$ cat src/rtl/fir_out_decimator.sv
// rtl/fir_out_decimator.sv - accumulate-and-dump decimator with round/saturate and output FIFO
//
// Ports:
//   clk, rst            rising-edge clock, synchronous active-high reset
//   in_data, in_valid   signed IN_W-bit sample stream from fir_filter
//   out_data, out_valid FIFO head (first-word-fall-through), FIFO non-empty
//   out_ready           consumer takes the head when out_valid && out_ready
//   sat                 one-cycle pulse: the result produced this edge was clipped
//   overflow            sticky: a result was dropped because the FIFO was full
//   level               current FIFO occupancy

module fir_out_decimator #(
  parameter int IN_W       = 16,
  parameter int OUT_W      = 8,
  parameter int DECIM      = 4,
  parameter int SHIFT      = 4,
  parameter int FIFO_DEPTH = 8
) (
  input  logic                            clk,
  input  logic                            rst,
  input  logic [IN_W-1:0]                 in_data,
  input  logic                            in_valid,
  output logic [OUT_W-1:0]                out_data,
  output logic                            out_valid,
  input  logic                            out_ready,
  output logic                            sat,
  output logic                            overflow,
  output logic [$clog2(FIFO_DEPTH):0]     level
);

  localparam int DW = $clog2(DECIM);
  localparam int AW = IN_W + DW;
  localparam int T  = DW + SHIFT;
  localparam int PW = $clog2(FIFO_DEPTH);
  localparam int LW = PW + 1;

  // One spare bit so adding the rounding constant to a full-scale sum cannot wrap.
  localparam logic signed [AW:0] RND  = (AW+1)'(1) << (T-1);
  localparam logic signed [AW:0] MAXV = (AW+1)'((1 << (OUT_W-1)) - 1);
  localparam logic signed [AW:0] MINV = (AW+1)'(-(1 << (OUT_W-1)));

  logic signed [AW-1:0]   acc;
  logic        [DW-1:0]   phase;
  logic signed [AW:0]     sum_w;
  logic signed [AW:0]     rnd_w;
  logic                   clip_hi;
  logic                   clip_lo;
  logic        [OUT_W-1:0] res;
  logic                   dump;

  logic [OUT_W-1:0] mem [FIFO_DEPTH];
  logic [PW-1:0]    wptr;
  logic [PW-1:0]    rptr;
  logic             full;
  logic             pop;
  logic             push_ok;

  assign sum_w   = (AW+1)'(acc) + (AW+1)'($signed(in_data));
  // Add half an LSB then arithmetic shift: rounds half toward +inf.
  assign rnd_w   = (sum_w + RND) >>> T;
  assign clip_hi = rnd_w > MAXV;
  assign clip_lo = rnd_w < MINV;
  assign res     = clip_hi ? MAXV[OUT_W-1:0] :
                   clip_lo ? MINV[OUT_W-1:0] : rnd_w[OUT_W-1:0];
  assign dump    = in_valid && (phase == DW'(DECIM-1));

  assign full      = (level == LW'(FIFO_DEPTH));
  assign out_valid = (level != '0);
  assign out_data  = out_valid ? mem[rptr] : '0;
  assign pop       = out_valid && out_ready;
  // When full, a push is only accepted if the head leaves on the same edge;
  // the freed slot is exactly the one wptr points at.
  assign push_ok   = dump && (!full || pop);

  always_ff @(posedge clk) begin
    if (rst) begin
      acc      <= '0;
      phase    <= '0;
      wptr     <= '0;
      rptr     <= '0;
      level    <= '0;
      sat      <= 1'b0;
      overflow <= 1'b0;
    end else begin
      sat <= dump && (clip_hi || clip_lo);

      if (in_valid) begin
        if (dump) begin
          acc   <= '0;
          phase <= '0;
        end else begin
          acc   <= sum_w[AW-1:0];
          phase <= phase + DW'(1);
        end
      end

      if (push_ok) begin
        mem[wptr] <= res;
        wptr      <= wptr + PW'(1);
      end
      if (dump && full && !pop) begin
        overflow <= 1'b1;
      end
      if (pop) begin
        rptr <= rptr + PW'(1);
      end

      if (push_ok && !pop) begin
        level <= level + LW'(1);
      end else if (pop && !push_ok) begin
        level <= level - LW'(1);
      end
    end
  end

endmodule
$ cat config.mk
export PLATFORM = sky130hd
export DESIGN_NAME = fir_out_decimator
export DESIGN_NICKNAME = d
export VERILOG_FILES = /design/src/rtl/fir_out_decimator.sv
export SDC_FILE = /design/constraint.sdc
export NUM_CORES = 1
export LEC_CHECK = 0
export CAP_MARGIN = 5
export CORE_MARGIN = 10
export CORE_UTILIZATION = 35
export CTS_BUF_LIST = sky130_fd_sc_hd__clkbuf_4
export DETAILED_ROUTE_END_ITERATION = 10
export SLEW_MARGIN = 20
export SYNTH_ARGS = -nofsm -noshare
export SYNTH_HDL_FRONTEND = slang
export SYNTH_SLANG_ARGS = --single-unit
$ cat constraint.sdc
create_clock -name clk -period 5.76 [get_ports clk]
set_input_delay 1.44 -clock clk [delete_from_list [all_inputs] [get_ports clk]]
set_output_delay 1.44 -clock clk [all_outputs]
set_load 0.01 [all_outputs]
; ---- After elaboration in Yosys (flattened, before gate mapping)
; Memory sizes are Yosys's and may differ from the RTL's. A register that Yosys moved wholly into a read port is not among the register bits.
; Index checks and enable logic that the tools add are counted.
; Widths: inputs -> output; s select.
[totals]
ff_bits = 32
mem_bits_rw = 64
in_bits = 20
output_inout_bits = 15
elab_cells = 46
memories = 1
[mem_list]
columns = name, depth, width, read_ports, rd_clocked_by_memory_dff, write_ports, line
row1 = mem, 8, 8, 1, 1, 1, 51  ; logic [OUT_W-1:0] mem [FIFO_DEPTH];
[classes]
n_addsub = 7
magnitude_cmp = 2
eq_ne = 2
mux = 12
reduce_logical = 15
[ops]
columns = cell, n
row1 = $mux 8, 3
row2 = $add 18x16->19, 1
row3 = $add 19x7->19 const B, 1
row4 = $mux 18, 1
row5 = $gt 13x8->1 const B, 1
row6 = $lt 13x8->1 const B, 1
row7 = $logic_and 1x1->1, 8
row8 = $mux 4, 2
row9 = $add 3x1->3 const B, 2
row10 = $mux 3, 2
row11 = $add 4x1->4 const B, 1
row12 = $eq 4x4->1 const B, 1
row13 = $reduce_bool 4->1, 1
row14 = $sub 4x1->4 const B, 1
row15 = $logic_not 1->1, 3
row16 = $mux 1, 3
row17 = $add 2x1->2 const B, 1
row18 = $eq 2x2->1 const B, 1
row19 = $logic_or 1x1->1, 2
row20 = $mux 2, 1
row21 = $reduce_bool 2->1, 1

; ---- Longest topological paths before layout
[logic_depth]
word_depth = 8
ltp_mapped = 14
depth_no_buf = 13

; ---- Least setup slack after synthesis
; No wires, ideal clock.
[synth_timing]
path_type = input port to flip-flop
start = input in_data[0]
end = memory mem[0][5] (data pin)
setup_time_ns = 0.216
arrival_ns = 4.268
required_ns = 5.544
slack_ns = 1.276
stages = 14
n_path_buf = 1
path_cell_list = ha_1 > inv_1 > fa_1 > nand2b_1 > a21oi_2 > o2111ai_1 > and2_1 > buf_2 > xnor2_1 > and4_1 > a21oi_1 > or3_1 > a2bb2oi_2 > o21ai_1
[synth_via]
elab_chain_cells = 5
elab_cells_between_ends = 6
classes_between = add/sub (2) / order compare (2) / mux (2)
[synth_lines]
columns = element, line
row1 = start: declaration, 21  ; input logic [IN_W-1:0] in_data,
row2 = $add 18x16->19 *, 58  ; assign sum_w = (AW+1)'(acc) + (AW+1)'($signed(in_data));
row3 = $add 19x7->19 *, 60  ; assign rnd_w = (sum_w + RND) >>> T;
row4 = $lt 13x8->1, 62  ; assign clip_lo = rnd_w < MINV;
row5 = $mux 8, 64  ; clip_lo ? MINV[OUT_W-1:0] : rnd_w[OUT_W-1:0];
row6 = $mux 8 *, 63  ; assign res = clip_hi ? MAXV[OUT_W-1:0] :
row7 = named net res[5], 48  ; logic [OUT_W-1:0] res;
row8 = end: declaration, 51
; The timed path passes the listed nets; every way through them passes the cells marked *.

; ---- Worst setup path in the final report
[layout_timing]
start = input in_data[0]
end = memory mem[2][3] (data pin)
; Same word-level chain as after synthesis.

==> impl_metrics.env <==
export IMPL_status="complete, no violations"
export IMPL_cp_depth=14
export IMPL_initial_utilization_pct=35.6
export IMPL_crit_path_end_kind="register"
export IMPL_antenna_found_initial=0
export IMPL_worst_pin_slew_ns=0.893
export IMPL_async_flop_share_pct=0
export IMPL_ant_nets=0
export IMPL_post_cts_buffers=0
export IMPL_final_setup_viol_count=0
export IMPL_grt_pass1_vias=3598
export IMPL_cts_sinks=99
export IMPL_hpwl_mm=7.88
export IMPL_maxSlewViolCount=0
export IMPL_post_place_cells=646
export IMPL_fmax_ghz=0.196
export IMPL_core_um2=14500
export IMPL_routed_wl_mm=11.0
export IMPL_r2r_slack_ns=1.76
export IMPL_hold_viol=0
export IMPL_via_per_inst=5.29
export IMPL_worstPathCellList="clkdlybuf4s50_1 -> ha_1 -> inv_1 -> fa_1 -> nand2b_1 -> a21oi_2 -> o2111ai_1 -> and2_1 -> xnor2_1 -> and4_1 -> a21oi_1 -> or3_1 -> a2bb2oi_2 -> o21ai_1"
export IMPL_slowest_delay_ns=0.51
export IMPL_finalNetCount=520
export IMPL_critPathKind="in -> reg"
export IMPL_tns_ns=0
export IMPL_layout_common_cells="64 x edfxtp_1, 60 x nor2_1, 34 x dfxtp_1, 34 x clkdlybuf4s50_1, 26 x a21oi_1"
export IMPL_powerDensity_nw_per_um2=333
export IMPL_ys_top_cells_by_area="edfxtp_1 37%, dfxtp_1 14%, mux4_2 7.0%, ha_1 6.0%, nor2_1 4.4%"
export IMPL_slew_headroom_pct=40.3
export IMPL_hold_buffers=0
export IMPL_cts_tree="done"
export IMPL_synth_top_area_share_pct=37.1
export IMPL_synth_nets=489
export IMPL_yosys_area_top_type="edfxtp_1"
export IMPL_n_antenna_cell=0
export IMPL_grt_pass1_wl_mm=18.3
export IMPL_die_w_um=142
export IMPL_wl_per_cell_um=16.6
export IMPL_synth_edf_count=64
export IMPL_p_sw_mw=0.687
export IMPL_fin_cells=662
export IMPL_clockBufferDepth=2
export IMPL_grt_max_degree=36
export IMPL_post_place_ws_ns=0.234
export IMPL_period_needed_ns=5.09
export IMPL_pwr_share_comb_pct=36.1
export IMPL_die_h_um=142
export IMPL_rr_worst_depth=13
export IMPL_overflow=0
export IMPL_hold_class="reg -> reg"
export IMPL_dpl_cell_area_um2=5710
export IMPL_rows=44
export IMPL_synth_avg_cell_area_um2=11.7
export IMPL_grtUsageTotal_pct=11.2
export IMPL_path_delay_family="compound AO/OA/AOI/OAI gates"
export IMPL_fin_ws_ns=0.665
export IMPL_path_max_fanout=8
export IMPL_fin_skew_ns=0.0140
export IMPL_seqPwrFrac_pct=45.9
export IMPL_finalPower_mw=1.95
export IMPL_cp_required_ns=5.94
export IMPL_drc=0
export IMPL_io_buffer_count=34
export IMPL_p_sw_share_pct=35.3
export IMPL_rsz0062_at_grt="false"
export IMPL_synth_seq_cells=99
export IMPL_seq_area_frac_synth_pct=50.7
export IMPL_drive_gt1_share_pct=10.9
export IMPL_critPathSlowestCell="o21ai_1"
export IMPL_cap_violations=0
export IMPL_critPathLaunchType="input pin"
export IMPL_leakage_nw=2.07
export IMPL_synth_warnings=0
export IMPL_synth_main_ff_cell="edfxtp_1"
export IMPL_design_area_um2=5850
export IMPL_period_share_pct=88.5
export IMPL_num_vias=3505
export IMPL_syn_to_final_growth_pct=13.0
export IMPL_worstHoldPathCells=2
export IMPL_synth_area_um2=5170
export IMPL_cts_inserted_buffers=9
export IMPL_cts_htree_levels=3
export IMPL_io_pin_count=35
export IMPL_cts_root_buf="clkbuf_4"
export IMPL_initialDrtViolationCount=216
export IMPL_insertion_delay_ns=0.45
export IMPL_cp_arrival_ns=5.27
export IMPL_layout_commonest_cell="edfxtp_1"
export IMPL_fill_cells=1410
export IMPL_ctsResizeCount=0
export IMPL_path_buf_inv=2
export IMPL_peakVddDrop_mv=0.145
export IMPL_p_int_mw=1.26
export IMPL_synth_cells=442
export IMPL_place_congestion=0.870
export IMPL_p_clk_share_pct=18.1
export IMPL_synthDistinctLibCells=61
export IMPL_die_area_um2=20000
export IMPL_cts_clk_slew_worst_paths_ns=0.16
export IMPL_drt_first_pass_iters=4
[power groups by stage]
stage,registers (mW),clock network (mW),logic (mW)
final,0.894,0.352,0.703
after global routing,0.904,0.395,0.782
after CTS,0.896,0.369,0.708
after detailed placement,0.912,0,0.705
after global placement,0.910,0,0.691
after floorplan,0.880,0,0.498
[Yosys cell counts (2+ instances only)]
cell      number
a211o_1        2
a211oi_2       2
a21boi_1       3
a21o_1         6
a21oi_1       26
a22oi_1       17
a31oi_1        2
a32oi_1        2
and3_1         7
and4_1         4
buf_1          2
buf_2          5
clkbuf_1      11
dfxtp_1       35
edfxtp_1      64
fa_1           2
ha_1          25
inv_1         12
mux2i_1       11
mux4_2        16
nand2_1       17
nand2b_1       7
nand3_1       10
nand4_1        3
nor2_1        60
nor2b_1        2
nor3_1        10
nor4_1         3
nor4b_1        2
o211ai_1       2
o21a_1         3
o21ai_0        5
o21ai_1        9
o22ai_1        2
or3_1          3
xnor2_1       16
xor2_1        10
[worst paths after layout]
check,from,endpoint
max,in_data[0],mem[2][3]$_DFFE_PP_
min,overflow$_SDFFE_PP0P_,overflow$_SDFFE_PP0P_
max reg2reg,acc[0]$_SDFFE_PP0P_,mem[2][3]$_DFFE_PP_
min reg2reg,overflow$_SDFFE_PP0P_,overflow$_SDFFE_PP0P_
[per-layer routing]
| metal | wire, um | vias up | track usage, % |
|---|---|---|---|
| met5 | 0 | - | 0 |
| met2 | 5300 | 50 | 18.4 |
| met1 | 5270 | 1705 | 14.5 |
| li1 | - | 1743 | - |
| met4 | 76 | 0 | 2.21 |
| met3 | 364 | 7 | 3.00 |
[area by class of cell]
class | instances | area, um2 | area share (%)
Tap cell | 184 | 230 | 3.94
Clock inverter | 7 | 67.6 | 1.16
Sequential cell | 99 | 2620 | 44.9
Clock buffer | 9 | 67.6 | 1.16
Inverter | 12 | 45.0 | 0.770
Multi-Input combinational cell | 313 | 2440 | 41.8
Timing Repair Buffer | 38 | 370 | 6.33
[stage by stage]
step / hold WS [ns] / util (%)
CTS: 0.518 / 40.2
floorplan: 0.454 / -
detailed placement: 0.483 / 39.3
global placement: 0.472 / 39.3
finish: 0.517 / 40.2
global route: 0.552 / 40.2
[kinds of logic after synthesis]
| logic type | count (synthesis) | share of synthesized area [%] |
|---|---|---|
| AND/OR/NAND/NOR | 136 | 13.2 |
| AO/OA/AOI/OAI | 95 | 12.8 |
| flip-flops | 99 | 50.7 |
| buffers and inverters | 30 | 2.30 |
| multiplexers | 28 | 9.53 |
| adder cells (fa/ha/maj) | 27 | 6.82 |
| XOR/XNOR | 27 | 4.72 |
[worst reg2reg max path: cells and delay by family (launching register included)]
| family | cells | cell delay, ns |
|---|---|---|
| flip-flops | 1 | 0.37 |
| buffers and inverters | 1 | 0.06 |
| adder cells (fa/ha/maj) | 2 | 0.56 |
| AND/OR/NAND/NOR | 4 | 1.20 |
| XOR/XNOR | 1 | 0.32 |
| AO/OA/AOI/OAI | 5 | 1.23 |
[registers in the layout (all words and copies together) (netlist names), named ones only]
| name | cells |
|---|---|
| sat | 1 |
| level | 4 |
| rptr | 3 |
| acc | 18 |
| mem | 64 |
| wptr | 3 |
| phase | 2 |
| overflow | 1 |
Power figures use the tool's default switching activity.
